### config.mk
export PLATFORM = sky130hd
export DESIGN_NAME = mux_sel_debouncer
export DESIGN_NICKNAME = d
export VERILOG_FILES = /design/src/rtl/mux_sel_debouncer_pkg.sv /design/src/rtl/mux_sel_debouncer_sync_2ff.sv /design/src/rtl/mux_sel_debouncer.sv
export SDC_FILE = /design/constraint.sdc
export NUM_CORES = 1
export LEC_CHECK = 0
export CORE_MARGIN = 4
export CORE_UTILIZATION = 56
export DETAILED_ROUTE_END_ITERATION = 6
export PLACE_DENSITY = 0.79
export SYNTH_ARGS = -nofsm -noshare
export SYNTH_HDL_FRONTEND = slang
export SYNTH_SLANG_ARGS = --single-unit
### constraint.sdc
create_clock -name clk -period 2.45 [get_ports clk]
set_input_delay 0.6125 -clock clk [delete_from_list [all_inputs] [get_ports clk]]
set_output_delay 0.6125 -clock clk [all_outputs]
set_load 0.005 [all_outputs]
### src/rtl/mux_sel_debouncer_pkg.sv
// Shared types and constants for the mux select debouncer.
package mux_pkg;

  typedef enum logic [1:0] {
    IDLE         = 2'd0,
    PRESS_WAIT   = 2'd1,
    PRESSED      = 2'd2,
    RELEASE_WAIT = 2'd3
  } deb_state_e;

  // 10 ms at 100 MHz for hardware builds; the short value keeps simulations fast.
  localparam int DEBOUNCE_CYCLES_DEFAULT = 1000000;
  localparam int DEBOUNCE_CYCLES_SIM     = 4;

endpackage

### src/rtl/mux_sel_debouncer_sync_2ff.sv
// Two-flop synchronizer for an asynchronous single-bit board input.
module sync_2ff (
  input  logic clk,
  input  logic rst_n,
  input  logic d,
  output logic q
);

  logic s1_q;
  logic s2_q;

  always_ff @(posedge clk or negedge rst_n) begin
    if (!rst_n) begin
      s1_q <= 1'b0;
      s2_q <= 1'b0;
    end else begin
      s1_q <= d;
      s2_q <= s1_q;
    end
  end

  assign q = s2_q;

endmodule

### src/rtl/mux_sel_debouncer.sv
// Pushbutton to mux select: synchronize, debounce, toggle ctrl once per clean press.
module mux_sel_debouncer
  import mux_pkg::*;
#(
  parameter int DEBOUNCE_CYCLES = DEBOUNCE_CYCLES_DEFAULT,
  parameter bit CTRL_INIT       = 1'b0
) (
  input  logic clk,
  input  logic rst_n,
  input  logic btn_raw,
  input  logic clear,
  output logic ctrl,
  output logic press_pulse,
  output logic btn_level
);

  localparam int CNT_W = (DEBOUNCE_CYCLES > 1) ? $clog2(DEBOUNCE_CYCLES) : 1;
  localparam logic [CNT_W-1:0] CNT_LAST = CNT_W'(DEBOUNCE_CYCLES - 1);

  logic             btn_sync;
  deb_state_e       state_q;
  logic [CNT_W-1:0] cnt_q;
  logic             pulse_q;
  logic             level_q;
  logic             ctrl_q;
  logic             ctrl_d;
  logic             accept;

  sync_2ff u_sync (
    .clk   (clk),
    .rst_n (rst_n),
    .d     (btn_raw),
    .q     (btn_sync)
  );

  assign accept = (state_q == PRESS_WAIT) && btn_sync && (cnt_q == CNT_LAST);

  always_ff @(posedge clk or negedge rst_n) begin
    if (!rst_n) begin
      state_q <= IDLE;
      cnt_q   <= '0;
      pulse_q <= 1'b0;
      level_q <= 1'b0;
    end else begin
      pulse_q <= 1'b0;
      case (state_q)
        IDLE: begin
          if (btn_sync) begin
            state_q <= PRESS_WAIT;
            cnt_q   <= '0;
          end
        end
        PRESS_WAIT: begin
          if (!btn_sync) begin
            state_q <= IDLE;
            cnt_q   <= '0;
          end else if (cnt_q == CNT_LAST) begin
            state_q <= PRESSED;
            pulse_q <= 1'b1;
            level_q <= 1'b1;
          end else begin
            cnt_q <= cnt_q + 1'b1;
          end
        end
        PRESSED: begin
          if (!btn_sync) begin
            state_q <= RELEASE_WAIT;
            cnt_q   <= '0;
          end
        end
        RELEASE_WAIT: begin
          // A bounce during release returns to PRESSED without a new pulse.
          if (btn_sync) begin
            state_q <= PRESSED;
          end else if (cnt_q == CNT_LAST) begin
            state_q <= IDLE;
            level_q <= 1'b0;
          end else begin
            cnt_q <= cnt_q + 1'b1;
          end
        end
        default: begin
          state_q <= IDLE;
          cnt_q   <= '0;
          level_q <= 1'b0;
        end
      endcase
    end
  end

  // clear wins over a coinciding toggle; the pulse still fires from the FSM.
  always_comb begin
    ctrl_d = ctrl_q;
    if (clear) begin
      ctrl_d = 1'b0;
    end else if (accept) begin
      ctrl_d = ~ctrl_q;
    end
  end

  always_ff @(posedge clk or negedge rst_n) begin
    if (!rst_n) begin
      ctrl_q <= CTRL_INIT;
    end else begin
      ctrl_q <= ctrl_d;
    end
  end

  assign ctrl        = ctrl_q;
  assign press_pulse = pulse_q;
  assign btn_level   = level_q;

endmodule

# Word level (Yosys, flattened, before mapping)
# Index checks and enable logic that the tools add are counted.
# W data, S select, Z words.
totals:
  reg_bits: 27
  output_inout_bits: 3
  word_cells: 52
classes:
  addsub: 1
  eq_ne: 12
  muxes: 23
  bitwise: 1
  n_reduce_logical: 8
op_table:
  columns: ["cell", "count"]
  rows:
  - ["$mux W20", 5]
  - ["$pmux W20 S4", 1]
  - ["$add A20 B1 Y20 const B", 1]
  - ["$eq A20 B20 Y1 const B", 1]
  - ["$mux W2", 6]
  - ["$mux W1", 9]
  - ["$pmux W2 S4", 1]
  - ["$ne A2 B1 Y1 const B", 3]
  - ["$ne A2 B2 Y1 const B", 3]
  - ["$reduce_and A5 Y1", 1]
  - ["$eq A2 B2 Y1 const B", 2]
  - ["$reduce_and A4 Y1", 1]
  - ["$reduce_bool A2 Y1", 2]
  - ["$ne A3 B2 Y1 const B", 1]
  - ["$ne A3 B3 Y1 const B", 1]
  - ["$reduce_and A3 Y1", 1]
  - ["$eq A2 B1 Y1 const B", 1]
  - ["$logic_and A1 B1 Y1", 2]
  - ["$logic_not A2 Y1", 1]
  - ["$pmux W1 S2", 1]
  - ["$not A1 Y1", 1]

# Logic depth before layout (Yosys ltp)
# Gate-level depths: netlist of run 1.
logic_depth:
  ltp_word: 5
  mapped_depth: 6
  ltp_nobuf: 5

# Modules after synthesis
# A second synthesis of run 1 with hierarchy kept.
unflattened:
  cells_unflattened: 156
  hier_area_um2: 1500.2
modules_own_cells:
  columns: ["module", "n_inst", "cells_each", "area_per_inst_um2", "seq_area_each_um2"]
  rows:
  - ["mux_sel_debouncer", 1, 154, 1450.1, 625.6]
  - ["sync_2ff", 1, 2, 50.0, 50.0]

# Least setup slack after synthesis of run 1
# No wires, ideal clock.
synth_timing:
  kind: "reg2reg"
  from: "register cnt_q[8]"
  to: "register with a tool-made name"
  setup_ps: 128
  arrival_time_ps: 1947
  required_ps: 2322
  setup_slack_ps: 376
  path_stages_with_launch: 6
  n_path_buf: 1
  path_cell_list: "dfrtp_1 buf_6 or4b_1 or4_4 nor3_4 mux2_1"
synth_rtl:
  columns: ["element", "line_no", "text"]
  rows:
  - ["from (decl)", "mux_sel_debouncer.sv:22", "logic [CNT_W-1:0] cnt_q;"]
  - ["from (signal assigned)", "mux_sel_debouncer.sv:62", "cnt_q <= cnt_q + 1'b1;"]
  - ["from (signal assigned)", "mux_sel_debouncer.sv:79", "cnt_q <= cnt_q + 1'b1;"]

==> results of run 1 <==
## Yosys cell counts (2+ instances only)
cell type / number
dfrtp_1: 27
nand2_1: 19
a21oi_1: 14
or4_1: 11
nand3_1: 9
nand4_1: 7
o31ai_1: 7
inv_1: 5
mux2i_1: 5
clkbuf_1: 4
o21ai_1: 4
a211oi_1: 3
a22o_1: 3
and3_1: 3
buf_6: 3
nand2b_1: 3
or3_1: 3
a211o_1: 2
nor2_1: 2
nor3_1: 2
nor4_1: 2
o21ai_0: 2
o41ai_1: 2
or4b_1: 2
xor2_1: 2
## worst max-delay path by stage
| stage | start | cells after the start | slack (ps) | end |
|---|---|---|---|---|
| global route | cnt_q[6]$_DFFE_PN0P_ | 4 | 150 | flip-flop |
| global placement | cnt_q[10]$_DFFE_PN0P_ | 4 | 320 | flip-flop |
| finish | cnt_q[6]$_DFFE_PN0P_ | 4 | 230 | flip-flop |
| detailed placement | cnt_q[6]$_DFFE_PN0P_ | 4 | 250 | flip-flop |
| CTS | cnt_q[6]$_DFFE_PN0P_ | 4 | 230 | flip-flop |
| floorplan | cnt_q[8]$_DFFE_PN0P_ | 5 | 380 | flip-flop |
## critical path, cell delays in order (launching register included)
cell     delay [ps]
dfrtp_1         490
or4b_1          560
or4_4           580
nor3_4          150
mux2_1          340
## cell families after synthesis
| family | Yosys count |
|---|---|
| AND/OR/NAND/NOR | 72 |
| AO/OA/AOI/OAI | 45 |
| flip-flops | 27 |
| buffers and inverters | 13 |
| multiplexers | 6 |
| XOR/XNOR | 3 |
| adder cells (fa/ha/maj) | 1 |
## power by group through the flow
stage	clock, uW	sequential, uW	combinational (uW)
6_report	205	467	72.9
5_1_grt	232	469	84.3
4_1_cts	214	467	73.8
3_5_place_dp	0	475	73.5
3_3_place_gp	0	474	70.6
2_1_floorplan	0	471	50.3
## through the flow
| step | power (uW) | area, um^2 |
|---|---|---|
| floorplan | 521.6 | 1617 |
| global placement | 544.9 | 1675 |
| detailed placement | 548.4 | 1675 |
| CTS | 753.8 | 1705 |
| global route | 785.3 | 1705 |
| finish | 744.9 | 1705 |
## final cells by class
class | instances | area (um^2)
tap | 31 | 38.79
multi-input combinational | 127 | 859.6
sequential | 27 | 675.6
inverter | 5 | 18.77
clock inverter | 1 | 7.507
clock buffer | 3 | 22.52
timing repair buffer | 9 | 82.58
fill | 229 | 1052
## cell usage in the layout, fill, tap and decap left out, drive strengths merged, types with 5 or more instances in the layout
master          n
dfrtp          27
nand2          19
a21oi          14
or4            12
nand3           9
nand4           7
o31ai           7
clkdlybuf4s50   6
o21ai           6
inv             5
mux2i           5
## state kept, by name, indices dropped and copies added (netlist names), named ones only
| signal | flops |
|---|---|
| btn_level | 1 |
| u_sync.s1_q | 1 |
| press_pulse | 1 |
| cnt_q | 20 |
| u_sync.q | 1 |
| ctrl | 1 |
| state_q | 1 |
## metal layers
metal | vias to the layer above | wire length [um] | global-route usage [%]
met5 | - | 0 | 0
met2 | 58 | 1779 | 36.62
met4 | 0 | 23 | 4.545
met3 | 2 | 241 | 5.165
li1 | 665 | - | -
met1 | 687 | 1522 | 28.83
==> metrics.md, run 1 <==
| Metric | Value |
|---|---|
| Final hold viol count | 0 |
| Hold Worst Slack | 392.0 ps |
| Overflow left after global routing | 0 |
| Max clock buf depth | 2 |
| Post-placement setup slack | 253.6 ps |
| Die area | 3810 um^2 |
| Tightest Pin Transition | 668.5 ps |
| Crit path kind | reg -> reg |
| Critical path data arrival time | 2460 ps |
| Worst clock skew on the final layout | 4.137 ps |
| Count of flip-flops with a built-in enable after synthesis | 0 |
| Largest net degree at the start of global routing | 28 |
| Overall Global Routing Usage | 21.80% |
| Beginning of the worst register-to-register path | cnt_q[6]$_DFFE_PN0P_ |
| Core region area | 2758 um^2 |
| Fraction of the mapped netlist area in compound gates | 19.27% |
| Combinational family with the most area after synthesis | simple AND/OR/NAND/NOR gates |
| TritonCTS clock tree | built |
| Number of standard-cell rows in the floorplan | 19 |
| Maximum vdd drop | 518.4 uV |
| Clock insertion delay at the later pin of the skew report | 340 ps |
| Final wirelength | 3567 um |
| Number of I/O pins | 7 |
| Vias in the first global route | 1301 |
| Kind of capture point of the worst setup path | flip-flop |
| Reg2reg setup slack | 230 ps |
| Largest fanout of any net on the critical path | 8 |
| Type of origin of the critical path | flip-flop |
| Data required time of the worst path | 2690 ps |
| P per Cell Area | 436.8 nW/um^2 |
| Setup repair after global routing missed its margin | false |
| Post-synth design cell area | 1617 um^2 |
| Synthesized net count | 172 |
| Net switching power figure | 203.8 uW |
| Worst path setup slack after routing | 230.0 ps |
| Achievable Freq | 450.5 MHz |
| Depth of the worst register-to-register path | 4 |
| Post-detailed-placement half-perimeter wirelength | 2516 um |
| CTS root buffer | clkbuf_4 |
| Area share of the largest cell type after synthesis | 41.80% |
| Initial DRC Count | 80 |
| Max-cap violation count | 0 |
| Post-layout nets | 178 |
| Post-synthesis adder-cell area fraction | 0.7740% |
| Async SR Flop Fraction | 100.0% |
| Sequential share of power | 62.6% |
| Endpoint of the worst hold path | u_sync.q$_DFF_PN0_ |
| Run status | finished, final reports clean |
| Remaining number of nets flagged by the antenna check after routing | 0 |
| Final count of negative-setup-slack endpoints | 0 |
| Static Leakage | 0.0006626 uW |
| Min-delay worst type | reg -> reg |
| CTS buffer count | 3 |
| Sum of negative setup slack | 0 ps |
| Post-synth top flop | dfrtp_1 |
| Post-route core utilization | 61.84% |
| First-pass iteration count of the detailed router | 4 |
| Starting utilization of the core area | 58.62% |
| Share of power burned in the clock network | 27.6% |
| Clock transition at the registers of the reported paths | 160 ps |
| Cell type with the highest aggregate area in the netlist | dfrtp_1 |
| Number of antenna violations at the first check in global routing | 0 |
| Share of the cycle needed by the critical path after routing | 90.61% |
| Sink count of the clock tree | 27 |
| Average wire length per cell after detail routing | 17.57 um |
| CTS Hold Bufs | 0 |
| Final Wtd Congestion | 0.8214 |
| Wire length of the first global-routing pass | 6189 um |
| Vias after detailed routing | 1412 |
| Sequential element share of the synthesized area | 41.80% |
| Final standard cell count with taps included and fillers excluded | 203 |
| Instance count along the most critical hold path | 0 |
| Worst-case headroom to the max-slew limit | 55.13% |
| Main area contributors after synthesis | dfrtp_1 (42%), or4_1 (5.1%), nand2_1 (4.4%), a21oi_1 (4.3%), o31ai_1 (3.3%) |
| Input/output buffers | 6 |
| Post-cts repair resize count | 0 |
| Post-Synth XOR/XNOR Area | 1.625% |
| DRC errors left | 0 |
| Internal Dissipation | 541.0 uW |
| Cells after synthesis | 167 |
| Net Sw Frac | 27.36% |
| Simple-gate portion of the synthesized area | 27.71% |
| Number of placed instances, taps included | 199 |
| Share of total power in combinational logic | 9.8% |
| Fin crit period | 2220 ps |
| Share of layout cells above drive strength 1 | 7.558% |
| Count of inserted antenna diode cells | 0 |
| Die H | 61.73 um |
| Number of buffers added for setup after CTS | 0 |
| Number of flip-flops and latches in the synthesized netlist | 27 |
| P&R area growth vs syn | 5.496% |
| Post-synthesis mux area share | 3.793% |
| Via density per instance | 6.956 |
| Mapped Avg Cell Area | 9.680 um^2 |
| Cell variety after synth | 46 |
| Final count of pins violating max slew | 0 |
| CTS H-Tree Depth | 1 |
| Worst Min Path Start | u_sync.s1_q$_DFF_PN0_ |
| Die extent in x | 61.73 um |
| Synth warnings | 0 |
No activity file was read; power rests on OpenSTA's default activity.
==> run 2, diff against run 1 <==
Settings changed: CELL_PAD_IN_SITES_DETAIL_PLACEMENT from default to 0, CELL_PAD_IN_SITES_GLOBAL_PLACEMENT from default to 1, CORE_UTILIZATION 56 to 47, PLACE_DENSITY 0.79 to 0.83, REMOVE_ABC_BUFFERS from default to 1.
Clock period 2.45 ns to 2.35 ns, I/O delays scaled along.
==> metrics.md, run 2 (same netlist as run 1, synthesis figures left out) <==
| Metric | Value |
|---|---|
| Run status | finished, final reports clean |
| Min-delay worst type | reg -> reg |
| Core region area | 3337 um^2 |
| CTS root buffer | clkbuf_4 |
| Critical path data arrival time | 2410 ps |
| Kind of capture point of the worst setup path | flip-flop |
| Worst-case headroom to the max-slew limit | 56.56% |
| TritonCTS clock tree | built |
| Die H | 66.65 um |
| Share of the cycle needed by the critical path after routing | 92.62% |
| Number of standard-cell rows in the floorplan | 21 |
| Tightest Pin Transition | 647.3 ps |
| P per Cell Area | 441.9 nW/um^2 |
| Crit path kind | reg -> reg |
| CTS buffer count | 3 |
| Overflow left after global routing | 0 |
| CTS Hold Bufs | 0 |
| Number of buffers added for setup after CTS | 0 |
| Clock insertion delay at the later pin of the skew report | 330 ps |
| Sum of negative setup slack | 0 ps |
| Post-detailed-placement half-perimeter wirelength | 2522 um |
| Top library cells by usage in the layout, fill and taps aside | dfrtp_1 (27), nand2_1 (19), a21oi_1 (14) |
| P&R area growth vs syn | 7.817% |
| Starting utilization of the core area | 48.44% |
| Largest fanout of any net on the critical path | 7 |
| Final count of negative-setup-slack endpoints | 0 |
| Fin crit period | 2177 ps |
| CTS H-Tree Depth | 1 |
| Post-cts repair resize count | 0 |
| Via density per instance | 6.253 |
| Max-cap violation count | 0 |
| Final wirelength | 3508 um |
| Die extent in x | 66.65 um |
| Number of antenna violations at the first check in global routing | 0 |
| Post-layout nets | 181 |
| Achievable Freq | 459.4 MHz |
| Static Leakage | 0.0006787 uW |
| Worst clock skew on the final layout | 1.726 ps |
| Final count of pins violating max slew | 0 |
| Largest net degree at the start of global routing | 28 |
| Setup repair after global routing missed its margin | false |
| Most flop-heavy register | cnt_q |
| Overall Global Routing Usage | 17.94% |
| Die area | 4442 um^2 |
| Largest register FFs | 20 |
| DRC errors left | 0 |
| Final Wtd Congestion | 0.8154 |
| Number of I/O pins | 7 |
| Maximum vdd drop | 199.5 uV |
| Average wire length per cell after detail routing | 15.87 um |
| Share of layout cells above drive strength 1 | 8.571% |
| Sink count of the clock tree | 27 |
| Clock transition at the registers of the reported paths | 140 ps |
| Final hold viol count | 0 |
| Most common cell after layout, fill and taps aside | dfrtp_1 |
| Wire length of the first global-routing pass | 6161 um |
| Type of origin of the critical path | flip-flop |
| Post-route core utilization | 52.23% |
| Count of inserted antenna diode cells | 0 |
| Remaining number of nets flagged by the antenna check after routing | 0 |
| Data required time of the worst path | 2580 ps |
| Input/output buffers | 6 |
| Vias in the first global route | 1361 |
| Number of inserted filler cells in the final layout | 340 |
| First-pass iteration count of the detailed router | 4 |
| Vias after detailed routing | 1382 |
| Max clock buf depth | 2 |
| Initial DRC Count | 56 |
-- run 2: cell types whose count changed in the layout (fill, tap and decap cells not counted) --
cell | previous run | this run
buf_4 | 3 | 6
clkbuf_1 | 0 | 1
clkinvlp_4 | 1 | 0
-- run 2: report_power, final --
group / internal [uW] / switching (uW) / leakage, uW
clock: 66.7 / 138 / 0.0000150
combinational: 25.5 / 52.8 / 0.000295
sequential: 474 / 12.6 / 0.000368
total: 566 / 204 / 0.000679
-- run 2: area by class of cell --
class | count | area [um^2] | area share [%]
Clock buffer | 4 | 26.28 | 1.508
Inverter | 5 | 18.77 | 1.077
Multi-Input combinational cell | 127 | 859.6 | 49.32
Sequential cell | 27 | 675.6 | 38.77
Tap cell | 46 | 57.56 | 3.302
Timing Repair Buffer | 12 | 105.1 | 6.030
-- run 2: layer usage --
| layer | global-route usage, % | vias up | part of all wire (%) |
|---|---|---|---|
| met5 | 0 | - | 0 |
| met4 | 6.599 | 0 | 1.2 |
| met3 | 3.541 | 5 | 4.6 |
| met2 | 29.70 | 32 | 48 |
| met1 | 23.05 | 669 | 46 |
| li1 | - | 676 | - |
-- run 2: per-stage QoR --
stage                     worst slack, ps  total power (uW)  hold slack [ps]  instances  area [um^2]
after floorplan                     277.8             537.8            291.9        159         1554
after global placement              220.3             571.8            343.5        217         1717
after detailed placement            179.8             574.3            344.1        217         1717
after CTS                           163.1             776.3            384.7        221         1743
after global routing                119.8             812.9            402.2        221         1743
final                               173.4             770.2            380.7        221         1743
-- run 2: path summary, 6_finish.rpt --
path                                        from               endpoint  slack (ps)  depth (start not counted)
min                        u_sync.s1_q$_DFF_PN0_     u_sync.q$_DFF_PN0_         380                          0
min reg2reg                u_sync.s1_q$_DFF_PN0_     u_sync.q$_DFF_PN0_         380                          0
min in group asynchronous                  rst_n  cnt_q[15]$_DFFE_PN0P_         600                          2
max reg2reg                cnt_q[10]$_DFFE_PN0P_              flip-flop         170                          4
max                        cnt_q[10]$_DFFE_PN0P_              flip-flop         170                          4
max in group asynchronous                  rst_n   cnt_q[9]$_DFFE_PN0P_        1480                          2
-- run 2: critical path, cell delays in order, from the launching register on --
cell	delay [ps]
dfrtp_1	460
or4_1	540
or4_4	600
nor3_4	150
mux2_1	330
==> run 3, diff against run 2 <==
Settings changed: CORE_UTILIZATION 47 to 50, PLACE_DENSITY 0.83 to 0.87.
Clock period 2.35 ns to 2.7 ns, I/O delays scaled along.
==> metrics.md, run 3 (same netlist as run 1, synthesis figures left out) <==
| Metric | Value |
|---|---|
| Number of buffers added for setup after CTS | 0 |
| Post-cts repair resize count | 0 |
| Min-delay worst type | reg -> reg |
| Slowest cell on crit path | or4_4 |
| CTS root buffer | clkbuf_4 |
| Post-layout nets | 177 |
| Crit path kind | reg -> reg |
| Input/output buffers | 6 |
| Wire length of the first global-routing pass | 6272 um |
| Initial DRC Count | 78 |
| Worst path top cell family by delay | simple AND/OR/NAND/NOR gates |
| Vias after detailed routing | 1362 |
| CTS H-Tree Depth | 1 |
| Kind of capture point of the worst setup path | flip-flop |
| P per Cell Area | 388.9 nW/um^2 |
| Die area | 4207 um^2 |
| Number of I/O pins | 7 |
| Number of standard-cell rows in the floorplan | 20 |
| Combined buffer and inverter count along the critical path | 0 |
| Most flop-heavy register | cnt_q |
| Max-cap violation count | 0 |
| Vias in the first global route | 1391 |
| Worst clock skew on the final layout | 5.610 ps |
| Number of antenna violations at the first check in global routing | 0 |
| Post-detailed-placement half-perimeter wirelength | 2529 um |
| Top library cells by usage in the layout, fill and taps aside | dfrtp_1 (27), nand2_1 (19), a21oi_1 (14) |
| Overall Global Routing Usage | 18.66% |
| CTS Hold Bufs | 0 |
| Setup repair after global routing missed its margin | false |
| Final standard cell count with taps included and fillers excluded | 215 |
| Final wirelength | 3530 um |
| CTS buffer count | 3 |
| Static Leakage | 0.0006581 uW |
| Achievable Freq | 452.5 MHz |
| Overflow left after global routing | 0 |
| Core region area | 3078 um^2 |
| Count of inserted antenna diode cells | 0 |
| Final count of negative-setup-slack endpoints | 0 |
| Clock transition at the registers of the reported paths | 140 ps |
| Max clock buf depth | 2 |
| Run status | finished, final reports clean |
| Number of inserted filler cells in the final layout | 293 |
| Largest register FFs | 20 |
| Largest net degree at the start of global routing | 28 |
| Chain of cells forming the critical path | or4_1 > or4_4 > nor3_4 > mux2_1 |
| Starting utilization of the core area | 52.52% |
| Via density per instance | 6.335 |
| P&R area growth vs syn | 5.805% |
| Type of origin of the critical path | flip-flop |
| Delay of the slowest cell on the worst path | 600 ps |
| Total Power | 665.1 uW |
| Die H | 64.86 um |
| Maximum vdd drop | 195.7 uV |
| Final hold viol count | 0 |
| Worst-case headroom to the max-slew limit | 58.58% |
| Final Wtd Congestion | 0.7627 |
| Most common cell after layout, fill and taps aside | dfrtp_1 |
| TritonCTS clock tree | built |
| Sink count of the clock tree | 27 |
| Largest fanout of any net on the critical path | 7 |
| Tightest Pin Transition | 617.1 ps |
| Remaining number of nets flagged by the antenna check after routing | 0 |
| Share of layout cells above drive strength 1 | 6.433% |
| Share of the cycle needed by the critical path after routing | 81.86% |
| Average wire length per cell after detail routing | 16.42 um |
| Reg2reg setup slack | 490 ps |
| Die extent in x | 64.86 um |
| Data required time of the worst path | 2920 ps |
| DRC errors left | 0 |
| Fin crit period | 2210 ps |
| Critical path data arrival time | 2430 ps |
| Number of placed instances, taps included | 211 |
| First-pass iteration count of the detailed router | 4 |
| Final count of pins violating max slew | 0 |
| Clock insertion delay at the later pin of the skew report | 320 ps |
| Sum of negative setup slack | 0 ps |
==> run 3: cell count changes in the layout (fill, tap and decap cells not counted), sizes merged <==
cell / previous run / this run
buf: 6 / 2
==> run 3: metrics by stage <==
stage | area, um^2 | util (%) | hold WS, ps | setup slack, ps
3_3_place_gp | 1684 | 54.72 | 337.9 | 570.9
4_1_cts | 1710 | 55.57 | 378.2 | 472.2
6_report | 1710 | 55.57 | 374.4 | 489.9
2_1_floorplan | 1554 | - | 331.2 | 627.8
3_5_place_dp | 1684 | 54.72 | 345.1 | 504.3
5_1_grt | 1710 | 55.57 | 388.7 | 384.3
==> run 3: worst paths after layout <==
kind,startpoint,end,cells after the start
max in group asynchronous,rst_n,cnt_q[11]$_DFFE_PN0P_,2
worst max-delay path,cnt_q[10]$_DFFE_PN0P_,flip-flop,4
worst min register to register,u_sync.s1_q$_DFF_PN0_,u_sync.q$_DFF_PN0_,0
worst min-delay path,u_sync.s1_q$_DFF_PN0_,u_sync.q$_DFF_PN0_,0
worst max register to register,cnt_q[10]$_DFFE_PN0P_,flip-flop,4
min in group asynchronous,rst_n,cnt_q[17]$_DFFE_PN0P_,2
==> run 3: cell type report <==
class,count,area (um^2),area share (%)
Timing Repair Buffer,8,75.07,4.389
Clock buffer,4,26.28,1.536
Tap cell,44,55.05,3.219
Inverter,5,18.77,1.097
Sequential cell,27,675.6,39.50
Multi-Input combinational cell,127,859.6,50.26
==> run 3: per-layer routing <==
layer	share of wire, %	GRT usage (%)
met5	0	0
met4	1.0	5.541
met3	3.4	2.946
met2	50	31.42
met1	46	24.56
==> run 3: power breakdown <==
part           switching (uW)  leakage (uW)  total, uW  internal [uW]
registers                11.2      0.000368        424            413
clock network             116     0.0000150        174           57.8
logic                    46.0      0.000275       67.3           21.3
total                     173      0.000658        665            492
